File: src/rtl/cpu86_mem_master_if.sv
// Bus bundle between the CPU-side access port, the 32-bit memory port and the read-return port.
// The master modport is the bridge; the slave modport is the environment around it.
interface cpu86_mem_master_if;
  logic        s_axis_cmd_tvalid;
  logic        s_axis_cmd_tready;
  logic [37:0] s_axis_cmd_tdata;
  logic        m_axis_req_tvalid;
  logic        m_axis_req_tready;
  logic [63:0] m_axis_req_tdata;
  logic        s_axis_res_tvalid;
  logic [31:0] s_axis_res_tdata;
  logic        m_axis_rd_tvalid;
  logic [15:0] m_axis_rd_tdata;
  logic        err;

  modport master (
    input  s_axis_cmd_tvalid, s_axis_cmd_tdata, m_axis_req_tready,
           s_axis_res_tvalid, s_axis_res_tdata,
    output s_axis_cmd_tready, m_axis_req_tvalid, m_axis_req_tdata,
           m_axis_rd_tvalid, m_axis_rd_tdata, err
  );

  modport slave (
    output s_axis_cmd_tvalid, s_axis_cmd_tdata, m_axis_req_tready,
           s_axis_res_tvalid, s_axis_res_tdata,
    input  s_axis_cmd_tready, m_axis_req_tvalid, m_axis_req_tdata,
           m_axis_rd_tvalid, m_axis_rd_tdata, err
  );
endinterface

File: src/rtl/cpu86_mem_master.sv
// Bridges 8/16-bit CPU accesses on a 20-bit byte address space onto a 32-bit word memory,
// splitting a 16-bit access at lane 3 into two word requests and reassembling read data.
module cpu86_mem_master (
  input  logic                  clk,
  input  logic                  resetn,
  cpu86_mem_master_if.master    bus
);

  typedef enum logic [1:0] {IDLE, ISSUE1, ISSUE2, WAIT} state_t;

  state_t      state_q, state_d;
  logic        req_valid_q;
  logic [63:0] req_data_q, req2_q;
  logic        split_q, read_q, wide_q, rcv_q;
  logic [1:0]  lane_q, pend_q;
  logic [7:0]  first_byte_q;
  logic        rd_valid_q, err_q;
  logic [15:0] rd_data_q, rd_data_d;

  logic [15:0] cmd_wdata;
  logic [19:0] cmd_addr;
  logic [17:0] cmd_word;
  logic [1:0]  cmd_lane;
  logic        cmd_we, cmd_wide, cmd_split;
  logic [3:0]  mask1;
  logic [31:0] data1, data2, res_shift;
  logic        cmd_fire, req_fire, res_ok, res_bad, last_res;

  function automatic logic [63:0] pack_req(logic [3:0] mask, logic we,
                                           logic [17:0] word, logic [31:0] data);
    return {2'b00, mask, we, 7'b0, word, data};
  endfunction

  assign cmd_wdata = bus.s_axis_cmd_tdata[15:0];
  assign cmd_addr  = bus.s_axis_cmd_tdata[35:16];
  assign cmd_we    = bus.s_axis_cmd_tdata[36];
  assign cmd_wide  = bus.s_axis_cmd_tdata[37];
  assign cmd_word  = cmd_addr[19:2];
  assign cmd_lane  = cmd_addr[1:0];
  assign cmd_split = cmd_wide & (cmd_lane == 2'd3);

  // Ready is gated by resetn so the port reads 0 while reset is held.
  assign bus.s_axis_cmd_tready = resetn & (state_q == IDLE);

  assign cmd_fire = bus.s_axis_cmd_tvalid & bus.s_axis_cmd_tready;
  assign req_fire = req_valid_q & bus.m_axis_req_tready;
  assign res_ok   = bus.s_axis_res_tvalid & (pend_q != 2'd0);
  assign res_bad  = bus.s_axis_res_tvalid & (pend_q == 2'd0);
  assign last_res = res_ok & (~split_q | rcv_q);

  always_comb begin
    // NOTE: every variable gets a default before any branch so no path infers a latch.
    mask1 = 4'b0001 << cmd_lane;
    data1 = {4{cmd_wdata[7:0]}};
    data2 = {24'h0, cmd_wdata[15:8]};
    if (cmd_wide) begin
      if (cmd_split) begin
        mask1 = 4'b1000;
        data1 = {cmd_wdata[7:0], 24'h0};
      end else begin
        mask1 = 4'b0011 << cmd_lane;
        data1 = {16'h0, cmd_wdata} << {cmd_lane, 3'b000};
      end
    end
  end

  always_comb begin
    res_shift = bus.s_axis_res_tdata >> {lane_q, 3'b000};
    rd_data_d = {8'h00, res_shift[7:0]};
    if (split_q)     rd_data_d = {bus.s_axis_res_tdata[7:0], first_byte_q};
    else if (wide_q) rd_data_d = res_shift[15:0];
  end

  always_comb begin
    state_d = state_q;
    unique case (state_q)
      IDLE:   if (cmd_fire) state_d = ISSUE1;
      ISSUE1: if (req_fire) state_d = split_q ? ISSUE2 : (read_q ? WAIT : IDLE);
      ISSUE2: if (req_fire) state_d = read_q ? WAIT : IDLE;
      WAIT:   if (last_res) state_d = IDLE;
      default: state_d = IDLE;
    endcase
  end

  // NOTE: sequential state uses non-blocking assignments so all registers sample pre-edge values.
  always_ff @(posedge clk or negedge resetn) begin
    if (!resetn) state_q <= IDLE;
    else         state_q <= state_d;
  end

  always_ff @(posedge clk or negedge resetn) begin
    if (!resetn) begin
      req_valid_q  <= 1'b0;
      req_data_q   <= '0;
      req2_q       <= '0;
      split_q      <= 1'b0;
      read_q       <= 1'b0;
      wide_q       <= 1'b0;
      lane_q       <= '0;
      rcv_q        <= 1'b0;
      pend_q       <= '0;
      first_byte_q <= '0;
      rd_valid_q   <= 1'b0;
      rd_data_q    <= '0;
      err_q        <= 1'b0;
    end else begin
      rd_valid_q <= last_res;
      pend_q     <= pend_q + {1'b0, req_fire & read_q} - {1'b0, res_ok};
      if (cmd_fire) begin
        req_valid_q <= 1'b1;
        req_data_q  <= pack_req(mask1, cmd_we, cmd_word, data1);
        req2_q      <= pack_req(4'b0001, cmd_we, cmd_word + 18'd1, data2);
        split_q     <= cmd_split;
        read_q      <= ~cmd_we;
        wide_q      <= cmd_wide;
        lane_q      <= cmd_lane;
        rcv_q       <= 1'b0;
      end else if (req_fire) begin
        if (state_q == ISSUE1 && split_q) req_data_q  <= req2_q;
        else                              req_valid_q <= 1'b0;
      end
      // The first response of a split read may land while the second request is still stalled.
      if (res_ok) begin
        rcv_q <= 1'b1;
        if (!rcv_q) first_byte_q <= bus.s_axis_res_tdata[31:24];
      end
      if (last_res) rd_data_q <= rd_data_d;
      if (res_bad)  err_q     <= 1'b1;
    end
  end

  assign bus.m_axis_req_tvalid = req_valid_q;
  assign bus.m_axis_req_tdata  = req_data_q;
  assign bus.m_axis_rd_tvalid  = rd_valid_q;
  assign bus.m_axis_rd_tdata   = rd_data_q;
  assign bus.err               = err_q;

endmodule

File: src/flat_wrapper.sv
// flat-port wrapper written by rule: the top's interface ports become plain ports
module cpu86_mem_master_flat 
  (clk, resetn, bus_s_axis_cmd_tvalid, bus_s_axis_cmd_tdata, bus_m_axis_req_tready, bus_s_axis_res_tvalid, bus_s_axis_res_tdata, bus_s_axis_cmd_tready, bus_m_axis_req_tvalid, bus_m_axis_req_tdata, bus_m_axis_rd_tvalid, bus_m_axis_rd_tdata, bus_err);
  cpu86_mem_master_if bus_i ();
  input  logic clk;
  input  logic resetn;
  input wire logic [$bits(bus_i.s_axis_cmd_tvalid)-1:0] bus_s_axis_cmd_tvalid;
  input wire logic [$bits(bus_i.s_axis_cmd_tdata)-1:0] bus_s_axis_cmd_tdata;
  input wire logic [$bits(bus_i.m_axis_req_tready)-1:0] bus_m_axis_req_tready;
  input wire logic [$bits(bus_i.s_axis_res_tvalid)-1:0] bus_s_axis_res_tvalid;
  input wire logic [$bits(bus_i.s_axis_res_tdata)-1:0] bus_s_axis_res_tdata;
  output wire logic [$bits(bus_i.s_axis_cmd_tready)-1:0] bus_s_axis_cmd_tready;
  output wire logic [$bits(bus_i.m_axis_req_tvalid)-1:0] bus_m_axis_req_tvalid;
  output wire logic [$bits(bus_i.m_axis_req_tdata)-1:0] bus_m_axis_req_tdata;
  output wire logic [$bits(bus_i.m_axis_rd_tvalid)-1:0] bus_m_axis_rd_tvalid;
  output wire logic [$bits(bus_i.m_axis_rd_tdata)-1:0] bus_m_axis_rd_tdata;
  output wire logic [$bits(bus_i.err)-1:0] bus_err;
  assign bus_i.s_axis_cmd_tvalid = bus_s_axis_cmd_tvalid;
  assign bus_i.s_axis_cmd_tdata = bus_s_axis_cmd_tdata;
  assign bus_i.m_axis_req_tready = bus_m_axis_req_tready;
  assign bus_i.s_axis_res_tvalid = bus_s_axis_res_tvalid;
  assign bus_i.s_axis_res_tdata = bus_s_axis_res_tdata;
  assign bus_s_axis_cmd_tready = bus_i.s_axis_cmd_tready;
  assign bus_m_axis_req_tvalid = bus_i.m_axis_req_tvalid;
  assign bus_m_axis_req_tdata = bus_i.m_axis_req_tdata;
  assign bus_m_axis_rd_tvalid = bus_i.m_axis_rd_tvalid;
  assign bus_m_axis_rd_tdata = bus_i.m_axis_rd_tdata;
  assign bus_err = bus_i.err;
  cpu86_mem_master u_core (.clk(clk), .resetn(resetn), .bus(bus_i));
endmodule
File: config.mk
export PLATFORM = sky130hd
export DESIGN_NAME = cpu86_mem_master_flat
export DESIGN_NICKNAME = d
export VERILOG_FILES = /design/src/rtl/cpu86_mem_master_if.sv /design/src/rtl/cpu86_mem_master.sv /design/src/flat_wrapper.sv
export SDC_FILE = /design/constraint.sdc
export NUM_CORES = 1
export LEC_CHECK = 0
export ABC_AREA = 1
export BUFFER_PORTS_ARGS = -buffer_cell sky130_fd_sc_hd__clkbuf_2
export CORE_MARGIN = 2
export CORE_UTILIZATION = 49
export DETAILED_ROUTE_END_ITERATION = 6
export PLACE_DENSITY = 0.77
export SYNTH_ARGS = -nofsm -noshare
export SYNTH_HDL_FRONTEND = slang
export SYNTH_SLANG_ARGS = --single-unit
File: constraint.sdc
create_clock -name clk -period 1.46 [get_ports clk]
set_input_delay 0.365 -clock clk [delete_from_list [all_inputs] [get_ports clk]]
set_output_delay 0.365 -clock clk [all_outputs]
set_load 0.02 [all_outputs]
# == After elaboration in Yosys (flattened, before gate mapping) ==
# Index checks and enable logic that the tools add are counted.
# word_totals
word_cells,74
output_inout_bits,84
in_bits,75
reg_bits,129
# op_classes
shift,4
bitwise,12
reduce_logical,11
add_sub_neg,3
eq_ne,9
mux,21
# op_table
op,count
$mux 64,3
$mux 32,2
$mux 16,2
$shl 16x5->32,1
$shr 32x5->16,1
$add 18x1->18 const B,1
$mux 2,6
$ne 2x1->1 const B,5
$and 1x1->1,8
$mux 4,2
$pmux 2 s4,1
$reduce_bool 2->1,4
$eq 2x2->1 const B,3
$reduce_and 2->1,3
$mux 1,5
$logic_not 2->1,2
$reduce_and 4->1,1
$shl 1x2->4 const A,1
$shl 2x2->4 const A,1
$not 1->1,3
$add 2x1->2,1
$eq 2x1->1 const B,1
$sub 2x1->2,1
$logic_and 1x1->1,1
$or 1x1->1,1

# == Logic depth before layout (Yosys ltp) ==
# Gate-level depths: netlist (run 1).
# depth
ltp_word,5
ltp_mapped,10
depth_no_buf,10

# == Worst setup path after synthesis (run 1) ==
# No wires, ideal clock.
# synth_path
kind,register -> register
startpoint,register u_core.pend_q[1]
endpoint,register u_core.pend_q[1]
n_path_buf,0
setup_slack_ns,0.110
setup_ns,0.123
synth_period_minus_slack_ns,1.350
arrival_time_ns,1.227
stages_incl_launch_ff,7
path_cell_list,dfrtp_1 > nor2_1 > nor2_2 > ha_1 > inv_1 > ha_1 > xnor2_1
# synth_between
elab_chain_len,3
word_cells_on_any_way,4
classes_between,add/sub (2); bitwise (1); reduce/logical (1)
# synth_lines
element,line,source
start: declaration,cpu86_mem_master.sv:15,"logic [1:0] lane_q, pend_q;"
start signal: assignment,cpu86_mem_master.sv:108,"pend_q <= pend_q + {1'b0, req_fire & read_q} - {1'b0, res_ok};"
$reduce_bool 2->1,cpu86_mem_master.sv:47,assign res_ok = bus.s_axis_res_tvalid & (pend_q != 2'd0);
$and 1x1->1,cpu86_mem_master.sv:47,
via u_core.res_ok,cpu86_mem_master.sv:27,"logic cmd_fire, req_fire, res_ok, res_bad, last_res;"
$sub 2x1->2,cpu86_mem_master.sv:108,
# The timed path passes the listed nets, and every way through them passes these cells.
# A chain may end at the register's enable or synchronous reset.

# == Final worst setup path (run 1) ==
# layout_path
startpoint,register u_core.state_q[1]
endpoint,output port bus_s_axis_cmd_tready
# layout_between
elab_chain_len,2
# layout_lines
element,line,source
start: declaration,cpu86_mem_master.sv:11,"state_t state_q, state_d;"
start signal: assignment,cpu86_mem_master.sv:88,else state_q <= state_d;
$logic_not 2->1,cpu86_mem_master.sv:43,assign bus.s_axis_cmd_tready = resetn & (state_q == IDLE);
$and 1x1->1,cpu86_mem_master.sv:43,
end: declaration,flat_wrapper.sv:12,output wire logic [$bits(bus_i.s_axis_cmd_tready)-1:0] bus_s_axis_cmd_tready;
# No other way between the ends.

==> results of run 1 <==
## power by group
part / total (mW) / internal [mW] / leakage, nW / switching [mW]
Sequential: 5.74 / 4.86 / 1.48 / 0.874
Combinational: 8.01 / 3.23 / 2.86 / 4.78
Clock: 4.01 / 2.49 / 0.283 / 1.52
## repair_timing
item / 4_1_cts / 5_1_grt
gates cloned: 3 / 6
buffers inserted: 7 / 8
endpoints found under the setup margin: 14 / 82
pin swaps: 3 / 13
resized for setup: 23 / 56
## path summary, 6_finish.rpt
| path | cells past startpoint | slack [ns] | end |
|---|---|---|---|
| worst max register to register | 8 | -0.16 | u_core.bus.m_axis_req_tdata[13]$_DFFE_PN0P_ |
| max in group asynchronous | 2 | 1.03 | u_core.bus.m_axis_req_tdata[33]$_DFFE_PN0P_ |
| worst max-delay path | 5 | -0.21 | bus_s_axis_cmd_tready |
| worst min register to register | 2 | 0.48 | u_core.req2_q[58]$_DFFE_PN0P_ |
| min in group clk | 3 | 0.18 | u_core.req2_q[2]$_DFFE_PN0P_ |
| worst min-delay path | 2 | 0.05 | u_core.bus.m_axis_req_tdata[48]$_DFFE_PN0P_ |
## cell usage in the layout (no fill, tap or decap), drive strengths merged
cell type,count
a21boi,15
nor2,64
buf,74
o2111ai,1
bufbuf,1
a21oi,26
nor3,2
nand3,54
dfrtp,120
o211ai,20
o21ai,67
bufinv,2
inv,76
a31oi,3
conb,9
clkbuf,171
o221ai,12
xnor2,2
nand4,11
o21bai,1
xor2,1
a21o,1
nand2,280
o22ai,9
clkinvlp,1
o31ai,1
clkinv,11
ha,7
## state kept, by name (all words and copies together) (netlist names)
signal	cells
u_core.bus.err	1
u_core.bus.m_axis_rd_tdata	16
u_core.bus.m_axis_rd_tvalid	1
u_core.bus.m_axis_req_tdata	55
u_core.bus.m_axis_req_tvalid	1
u_core.first_byte_q	8
u_core.lane_q	2
u_core.pend_q	2
u_core.rcv_q	1
u_core.read_q	1
u_core.req2_q	28
u_core.split_q	1
u_core.state_q	2
u_core.wide_q	1
## area by class of cell
type	count	share of cell area, %
clock buffer	18	4.910
clock inverter	14	1.532
inverter	76	3.464
multi-input combinational	586	34.13
sequential	120	34.37
tap	172	2.462
timing repair buffer	228	19.14
## cells by family after synthesis
logic type	Yosys count	synth area share, %
compound gates	156	15.01
xor+xnor	3	0.4117
fa+ha+maj	7	1.372
buf+inv	121	9.232
flops	120	47.04
other cells	1	0.05874
simple gates	411	26.87
## metal layers
metal | vias up | GRT usage [%]
met5 | - | 0
met4 | 0 | 10.47
met3 | 53 | 6.371
met2 | 364 | 40.93
met1 | 3040 | 37.32
li1 | 3104 | -
## critical path, delay by kind of cell, from the launching register on
family	cells	cell delay [ns]
buffers and inverters	3	0.26
flip-flops	1	0.41
AND/OR/NAND/NOR	2	0.23
==> impl_metrics.tcl, run 1 <==
set metrics [dict create \
    outcome "finished, violations left" \
    violations "setup timing" \
    vias 6561 \
    fin_nets 1111 \
    clock_skew_ns 0.01019 \
    setup_viol 71 \
    syn_area_um2 6384 \
    syn_inst 819 \
    final_core_util_pct 68.98 \
    cts_buffer_depth 2 \
    clk_latency_ns 0.42 \
    wire_per_inst_um 15.82 \
    leakagePower_nw 4.625 \
    critPathMaxFanout 2 \
    critPathKind "reg2out" \
    multi_input_area_um2 2983 \
    path_common_cell "nor2_4" \
    critPathLaunch "u_core.state_q[1]$_DFFE_PN0P_" \
    syn_to_final_growth_pct 36.93 \
    maxSlewViolCount 0 \
    cts_hold_buf 0 \
    num_rows 41 \
    ant_nets 0 \
    startpoint_type "register" \
    die_area_um2 13960 \
    seq_area_frac_synth_pct 47.04 \
    yosys-top-cells-count "273 x nand2_1, 120 x dfrtp_1, 72 x inv_1" \
    cts_sinks 120 \
    m1WireLength_um 8062 \
    yosysTopAreaCellShare_pct 47.04 \
    synth_flop_cell "dfrtp_1" \
    via_per_inst 5.404 \
    wl_um 19210 \
    wl_met2_um 9015 \
    syn_area_per_cell_um2 7.794 \
    cpPeakStageDelay_ns 0.41 \
    worstReg2RegStart "u_core.state_q[1]$_DFFE_PN0P_" \
    drc_errors 0 \
    initial_utilization_pct 50.38 \
    fmax_ghz 0.5993 \
    synth.ff_latch_count 120 \
    yosys.cell_count.top_type "nand2_1" \
    hold_ws_ns 0.05393 \
    period_minus_slack_ns 1.669 \
    register_area_um2 3004 \
    drt_pre_antenna_iters 5 \
    tritoncts "done" \
    path_clk_slew_ns 0.06 \
    dp_hpwl_um 12330 \
    ir_drop_mv 1.190 \
    top_level_ports 159 \
    dp.cells 1160 \
    coreArea_um2 12670 \
    numPortBuffers 149 \
    fin_setup_tns_ns -4.737 \
    grt_pass1_wl_um 30080 \
    drt_iter0_drc 584 \
    placed_cell_area_um2 7604 \
    final_cells 1214 \
    grt_remaining_overflow 0 \
    final.setup.worst_slack_ns -0.2087 \
    final_area_um2 8741 \
    end_kind "output pin" \
    power_density_nw_per_um2 2031 \
    first_global_vias 6140 \
    rsz0062_at_grt "yes" \
    min_path_type "in2async" \
    highest_layer "met4" \
    ctsRootBufferMaster "clkbuf_16" \
    post-route-period-util_pct 114.3 \
    diodes 0 \
    dp_slack_ns -0.1585 \
    drive_gt1_share_pct 30.23 \
    numCtsBuffers 17 \
    crit_chain "nor2_4, buf_6, inv_4, nor2_4, buf_8" \
    synth.top_cells.by_area "dfrtp_1 47%, nand2_1 16%, o21ai_0 4.3%" \
    grt.total_usage_pct 26.92 \
    ys_types 37 \
    dieWidth_um 118.1 \
    die_h_um 118.1 \
    synth-edff-count 0 \
    cpMaxStageDelayCell "dfrtp_1" \
    hold_viol 0 \
    grt_antenna_before_repair 0 \
    dr_wl_met3_um 1591 \
    cp.required_ns 1.10 \
    drv_cap 0 \
    critPathArrivalTime_ns 1.30 \
    h-tree-depth 4 \
    fillers 1043 \
    async_flop_share_pct 100.0 \
    synth_largest_area_cell "dfrtp_1" \
    grt_max_degree 91 \
    place_congestion 0.8867 \
    total_power_mw 17.75 \
    yosysWarnings 0 \
]
Note: power is estimated with default switching activity, not from simulation.
==> run 2, diff against run 1 <==
Settings changed: CAP_MARGIN from default to 20, CORE_UTILIZATION 49 to 45, PLACE_DENSITY 0.77 to 0.72, REMOVE_ABC_BUFFERS from default to 1.
==> run 2 against run 1 <==
  * The run still ends with setup timing left
  * Non-clock buffer count rose by 12
  * Final area rose by 7.5%
  * Critical path depth rose by 6
  * Wire length rose by 6.0%
  * Die area rose by 8.6%
  * Flip-flop and latch count did not move
  * Power rose by 5.4%
  * Hold slack got worse by 0.011 ns
  * Via count fell by 0.55%
  * First-iteration DRC count fell by 3.3%
  * Sequential share of layout area fell by 2.4 points
  * Setup slack got worse by 0.028 ns
  * Largest power group unchanged
==> impl_metrics.tcl, run 2 (synthesis results as in run 1) <==
set metrics [dict create \
    grtUsageMet3_pct 4.659 \
    period_minus_slack_ns 1.696 \
    layout_common_cells "211 x nand2_1, 147 x clkbuf_2, 120 x dfrtp_1" \
    fin_setup_tns_ns -10.61 \
    clock_skew_ns 0.006574 \
    final_area_um2 9397 \
    path_buf_inv 6 \
    cts_buffer_depth 2 \
    die_area_um2 15150 \
    rsz0062_at_grt "yes" \
    register_area_um2 3003 \
    path_clk_slew_ns 0.06 \
    dp_hpwl_um 11860 \
    numCtsBuffers 17 \
    die_h_um 123.1 \
    drt_pre_antenna_iters 6 \
    grt_pass1_wl_um 29150 \
    fmax_ghz 0.5895 \
    wire_per_inst_um 16.43 \
    drt_iter0_drc 565 \
    critPathLaunch "u_core.state_q[1]$_DFFE_PN0P_" \
    vias 6525 \
    num_rows 43 \
    grt_max_degree 108 \
    grt.total_usage_pct 24.85 \
    drc_errors 0 \
    hold_viol 0 \
    ant_nets 0 \
    grtUsageMet1_pct 33.46 \
    critPathKind "reg2reg" \
    first_global_vias 5963 \
    top_level_ports 159 \
    numPortBuffers 149 \
    cts_sinks 120 \
    via_per_inst 5.266 \
    worstReg2RegStart "u_core.state_q[1]$_DFFE_PN0P_" \
    diodes 0 \
    violations "setup timing" \
    initial_utilization_pct 45.99 \
    critPathMaxFanout 6 \
    ir_drop_mv 1.112 \
    r2r_cells 11 \
    final.setup.worst_slack_ns -0.2364 \
    multi_input_area_um2 3264 \
    cp.required_ns 1.75 \
    largest_reg_flops 55 \
    power_density_nw_per_um2 1992 \
    crit_chain "nor2_4, buf_4, buf_6, nand3_4, buf_6, nand2_8, buf_12, buf_12, inv_6, nand2_1, o221ai_2" \
    grt_remaining_overflow 0 \
    end_kind "register" \
    critical_path.top_delay_family "buffers and inverters" \
    cp_num_cells 11 \
    clk_latency_ns 0.42 \
    outcome "finished, violations left" \
    tightest_slew_ns 0.6294 \
    grt_antenna_before_repair 0 \
    min_path_type "in2async" \
    startpoint_type "register" \
    place_congestion 0.8674 \
    layout_commonest_cell "nand2_1" \
    cpMaxStageDelayCell "dfrtp_1" \
    post-route-period-util_pct 116.2 \
    critPathArrivalTime_ns 1.99 \
    fillers 1094 \
    placed_cell_area_um2 7513 \
    wl_um 20360 \
    drive_gt1_share_pct 37.02 \
    maxSlewViolCount 0 \
    rrSetupSlack_ns -0.24 \
    coreArea_um2 13880 \
    busiest_layer "met2" \
    cpPeakStageDelay_ns 0.42 \
    setup_viol 88 \
    fin_nets 1128 \
    dieWidth_um 123.1 \
    tritoncts "done" \
    h-tree-depth 4 \
    crit_end "u_core.bus.m_axis_req_tdata[40]$_DFFE_PN0P_" \
    use_met2_pct 39.88 \
    r2r_end "u_core.bus.m_axis_req_tdata[40]$_DFFE_PN0P_" \
    max-slew-margin-rel_pct 57.90 \
    drv_cap 0 \
    ctsRootBufferMaster "clkbuf_16" \
    dp_slack_ns -0.1663 \
    total_power_mw 18.72 \
    leakagePower_nw 4.807 \
    syn_to_final_growth_pct 47.20 \
]
-- run 2: cell types whose count changed in the layout (fill, tap and decap cells not counted), sizes merged --
cell / previous run / this run
bufinv: 2 / 1
buf: 74 / 85
bufbuf: 1 / 0
inv: 76 / 77
clkbuf: 171 / 176
dlygate4sd3: 0 / 1
clkinvlp: 1 / 7
clkinv: 11 / 6
-- run 2: how the worst min path moves through the flow --
| stage | slack (ns) | depth (start not counted) | start | end |
|---|---|---|---|---|
| finish | 0.04 | 2 | resetn | u_core.state_q[1]$_DFFE_PN0P_ |
| global route | 0.09 | 2 | resetn | u_core.req2_q[49]$_DFFE_PN0P_ |
| CTS | 0.10 | 2 | resetn | u_core.req2_q[49]$_DFFE_PN0P_ |
| detailed placement | 0.38 | 2 | resetn | u_core.read_q$_DFFE_PN0P_ |
| global placement | 0.38 | 2 | resetn | u_core.req2_q[48]$_DFFE_PN0P_ |
| floorplan | 0.07 | 0 | resetn | u_core.bus.err$_DFFE_PN0P_ |
-- run 2: through the flow --
step,hold WS [ns],instances,utilization [%]
after floorplan,0.06941,782,-
after global placement,0.3784,1158,54.13
after detailed placement,0.3839,1158,54.13
after CTS,0.1019,1208,60.99
after global routing,0.09439,1239,67.69
final,0.04303,1239,67.69
-- run 2: repair_timing --
action                                  CTS  global route
endpoints found under the setup margin   36            93
cloned                                    5            14
pin swaps                                 5            29
endpoints found under the hold margin    13             0
hold buffers                              1             0
resized for setup                        31           169
buffers inserted                         12            22
-- run 2: layout make-up --
| type | instances | share of cell area [%] |
|---|---|---|
| tap | 180 | 2.397 |
| multi-input combinational | 586 | 34.74 |
| timing repair inverter | 5 | 0.8788 |
| timing repair buffer | 240 | 20.25 |
| clock buffer | 22 | 5.260 |
| sequential | 120 | 31.96 |
| clock inverter | 10 | 0.9987 |
| inverter | 76 | 3.515 |
-- run 2: where the power goes --
group	total (mW)	leakage, nW	internal (mW)	switching, mW
logic	8.78	3.06	3.64	5.14
clock network	4.11	0.272	2.56	1.56
registers	5.82	1.48	4.86	0.961
total	18.7	4.81	11.1	7.66
-- run 2: metal layers --
metal	wire [um]	part of all wire [%]
met2	9830	48
met4	464	2.3
met1	8595	42
met3	1469	7.2
met5	0	0
==> run 3, diff against run 2 <==
Settings changed: MAX_ROUTING_LAYER from default to met4, SETUP_SLACK_MARGIN from default to 0.4.
==> run 3 against run 2 <==
  * The run still ends with setup timing left
  * Via count up 7.7%
  * Critical path depth down 4
  * Sequential power increased by 3%
  * Clock-buffer cell count unchanged
  * Highest routed layer unchanged
==> impl_metrics.tcl, run 3 (synthesis results as in run 1) <==
set metrics [dict create \
    die_h_um 123.1 \
    cpPeakStageDelay_ns 0.41 \
    register_area_um2 3003 \
    tightest_slew_ns 0.6363 \
    placed_cell_area_um2 7513 \
    outcome "finished, violations left" \
    setup_viol 89 \
    ant_nets 0 \
    via_per_inst 5.437 \
    drt_pre_antenna_iters 7 \
    layout_common_cells "225 x nand2_1, 120 x dfrtp_1, 93 x buf_4" \
    coreArea_um2 13880 \
    ctsRootBufferMaster "clkbuf_16" \
    drt_iter0_drc 680 \
    place_congestion 0.8815 \
    startpoint_type "register" \
    cp.required_ns 1.73 \
    initial_utilization_pct 45.99 \
    post-route-period-util_pct 116.3 \
    grt_remaining_overflow 0 \
    critPathKind "reg2reg" \
    largest_reg_flops 55 \
    min_path_type "in2async" \
    hold_viol 0 \
    grt.total_usage_pct 29.65 \
    grt_pass1_wl_um 33460 \
    cpMaxStageDelayCell "dfrtp_1" \
    final.setup.worst_slack_ns -0.2379 \
    numPortBuffers 149 \
    die_area_um2 15150 \
    cts_buffer_depth 2 \
    drv_cap 0 \
    drive_gt1_share_pct 40.92 \
    path_clk_slew_ns 0.06 \
    first_global_vias 6690 \
    cts_sinks 120 \
    grt_antenna_before_repair 0 \
    leakagePower_nw 5.303 \
    power_density_nw_per_um2 2106 \
    ir_drop_mv 1.096 \
    worstReg2RegStart "u_core.state_q[1]$_DFFE_PN0P_" \
    fin_nets 1181 \
    diodes 0 \
    vias 7025 \
    end_kind "register" \
    tritoncts "done" \
    clk_latency_ns 0.42 \
    drc_errors 0 \
    violations "setup timing" \
    crit_chain "nor2_4, buf_4, nand3_4, buf_6, bufbuf_16, nand2_4, o221ai_1" \
    dp_hpwl_um 11860 \
    grt_max_degree 108 \
    multi_input_area_um2 3308 \
    critPathMaxFanout 9 \
    critPathLaunch "u_core.state_q[1]$_DFFE_PN0P_" \
    max-slew-margin-rel_pct 57.58 \
    final_core_util_pct 75.96 \
    syn_to_final_growth_pct 65.17 \
    rsz0062_at_grt "yes" \
    final_area_um2 10540 \
    period_minus_slack_ns 1.698 \
    dieWidth_um 123.1 \
    clock_skew_ns 0.007911 \
    maxSlewViolCount 0 \
    num_rows 43 \
    critPathArrivalTime_ns 1.97 \
    wl_um 22730 \
    top_level_ports 159 \
    wire_per_inst_um 17.59 \
    h-tree-depth 4 \
    total_power_mw 22.21 \
    layout_commonest_cell "nand2_1" \
    numCtsBuffers 17 \
    hold_ws_ns 0.02344 \
    fillers 910 \
    fmax_ghz 0.5890 \
]
==> run 3: layout make-up <==
class / count / share of cell area (%)
tap: 180 / 2.136
clock buffer: 22 / 4.687
multi-input combinational: 586 / 31.38
inverter: 76 / 3.062
clock inverter: 10 / 0.8900
timing repair buffer: 294 / 28.76
timing repair inverter: 4 / 0.6052
sequential: 120 / 28.48
==> run 3: where the power goes <==
group | internal, mW | total [mW] | switching, mW
Sequential | 4.87 | 6.00 | 1.13
Combinational | 6.17 | 12.1 | 5.92
Clock | 2.56 | 4.12 | 1.56
==> run 3: per-layer routing <==
layer	global-route usage, %	vias up	part of all wire [%]
li1	-	3245	-
met1	36.87	3279	40
met2	47.17	416	48
met3	5.489	85	8.2
met4	13.64	0	3.7
met5	-	-	0
==> run 3: through the flow <==
stage,setup WS [ns],TNS [ns],instances
after floorplan,-0.7649,-52.42,782
after detailed placement,-0.1663,-3.409,1158
final,-0.2379,-10.72,1292
after global routing,-0.2875,-16.06,1292
after CTS,-0.2543,-8.551,1258
after global placement,-0.09746,-2.171,1158
==> run 3: what timing repair did <==
action | 4_1_cts | 5_1_grt
buffers inserted | 50 | 32
resized for setup | 191 | 232
hold buffers | 1 | 0
hold endpoints to repair | 13 | 0
gates cloned | 17 | 2
pin swaps | 11 | 27
endpoints found under the setup margin | 194 | 207
==> run 3: worst max-delay path: cells and delay by family, from the launching register on <==
family,cells,cell delay [ns]
AOI/OAI and AO/OA,1,0.12
buffers and inverters,3,0.63
DFF,1,0.41
and+or+nand+nor,3,0.40
==> run 3: final timing paths <==
| check | to | slack [ns] | cells past startpoint |
|---|---|---|---|
| max in group asynchronous | u_core.bus.m_axis_req_tdata[44]$_DFFE_PN0P_ | 0.76 | 3 |
| setup reg to reg | u_core.bus.m_axis_req_tdata[43]$_DFFE_PN0P_ | -0.24 | 7 |
| setup / recovery | u_core.bus.m_axis_req_tdata[43]$_DFFE_PN0P_ | -0.24 | 7 |
| hold / removal | u_core.bus.m_axis_req_tdata[49]$_DFFE_PN0P_ | 0.02 | 2 |
| hold reg to reg | u_core.req2_q[2]$_DFFE_PN0P_ | 0.48 | 2 |
| min in group clk | u_core.req2_q[2]$_DFFE_PN0P_ | 0.19 | 3 |
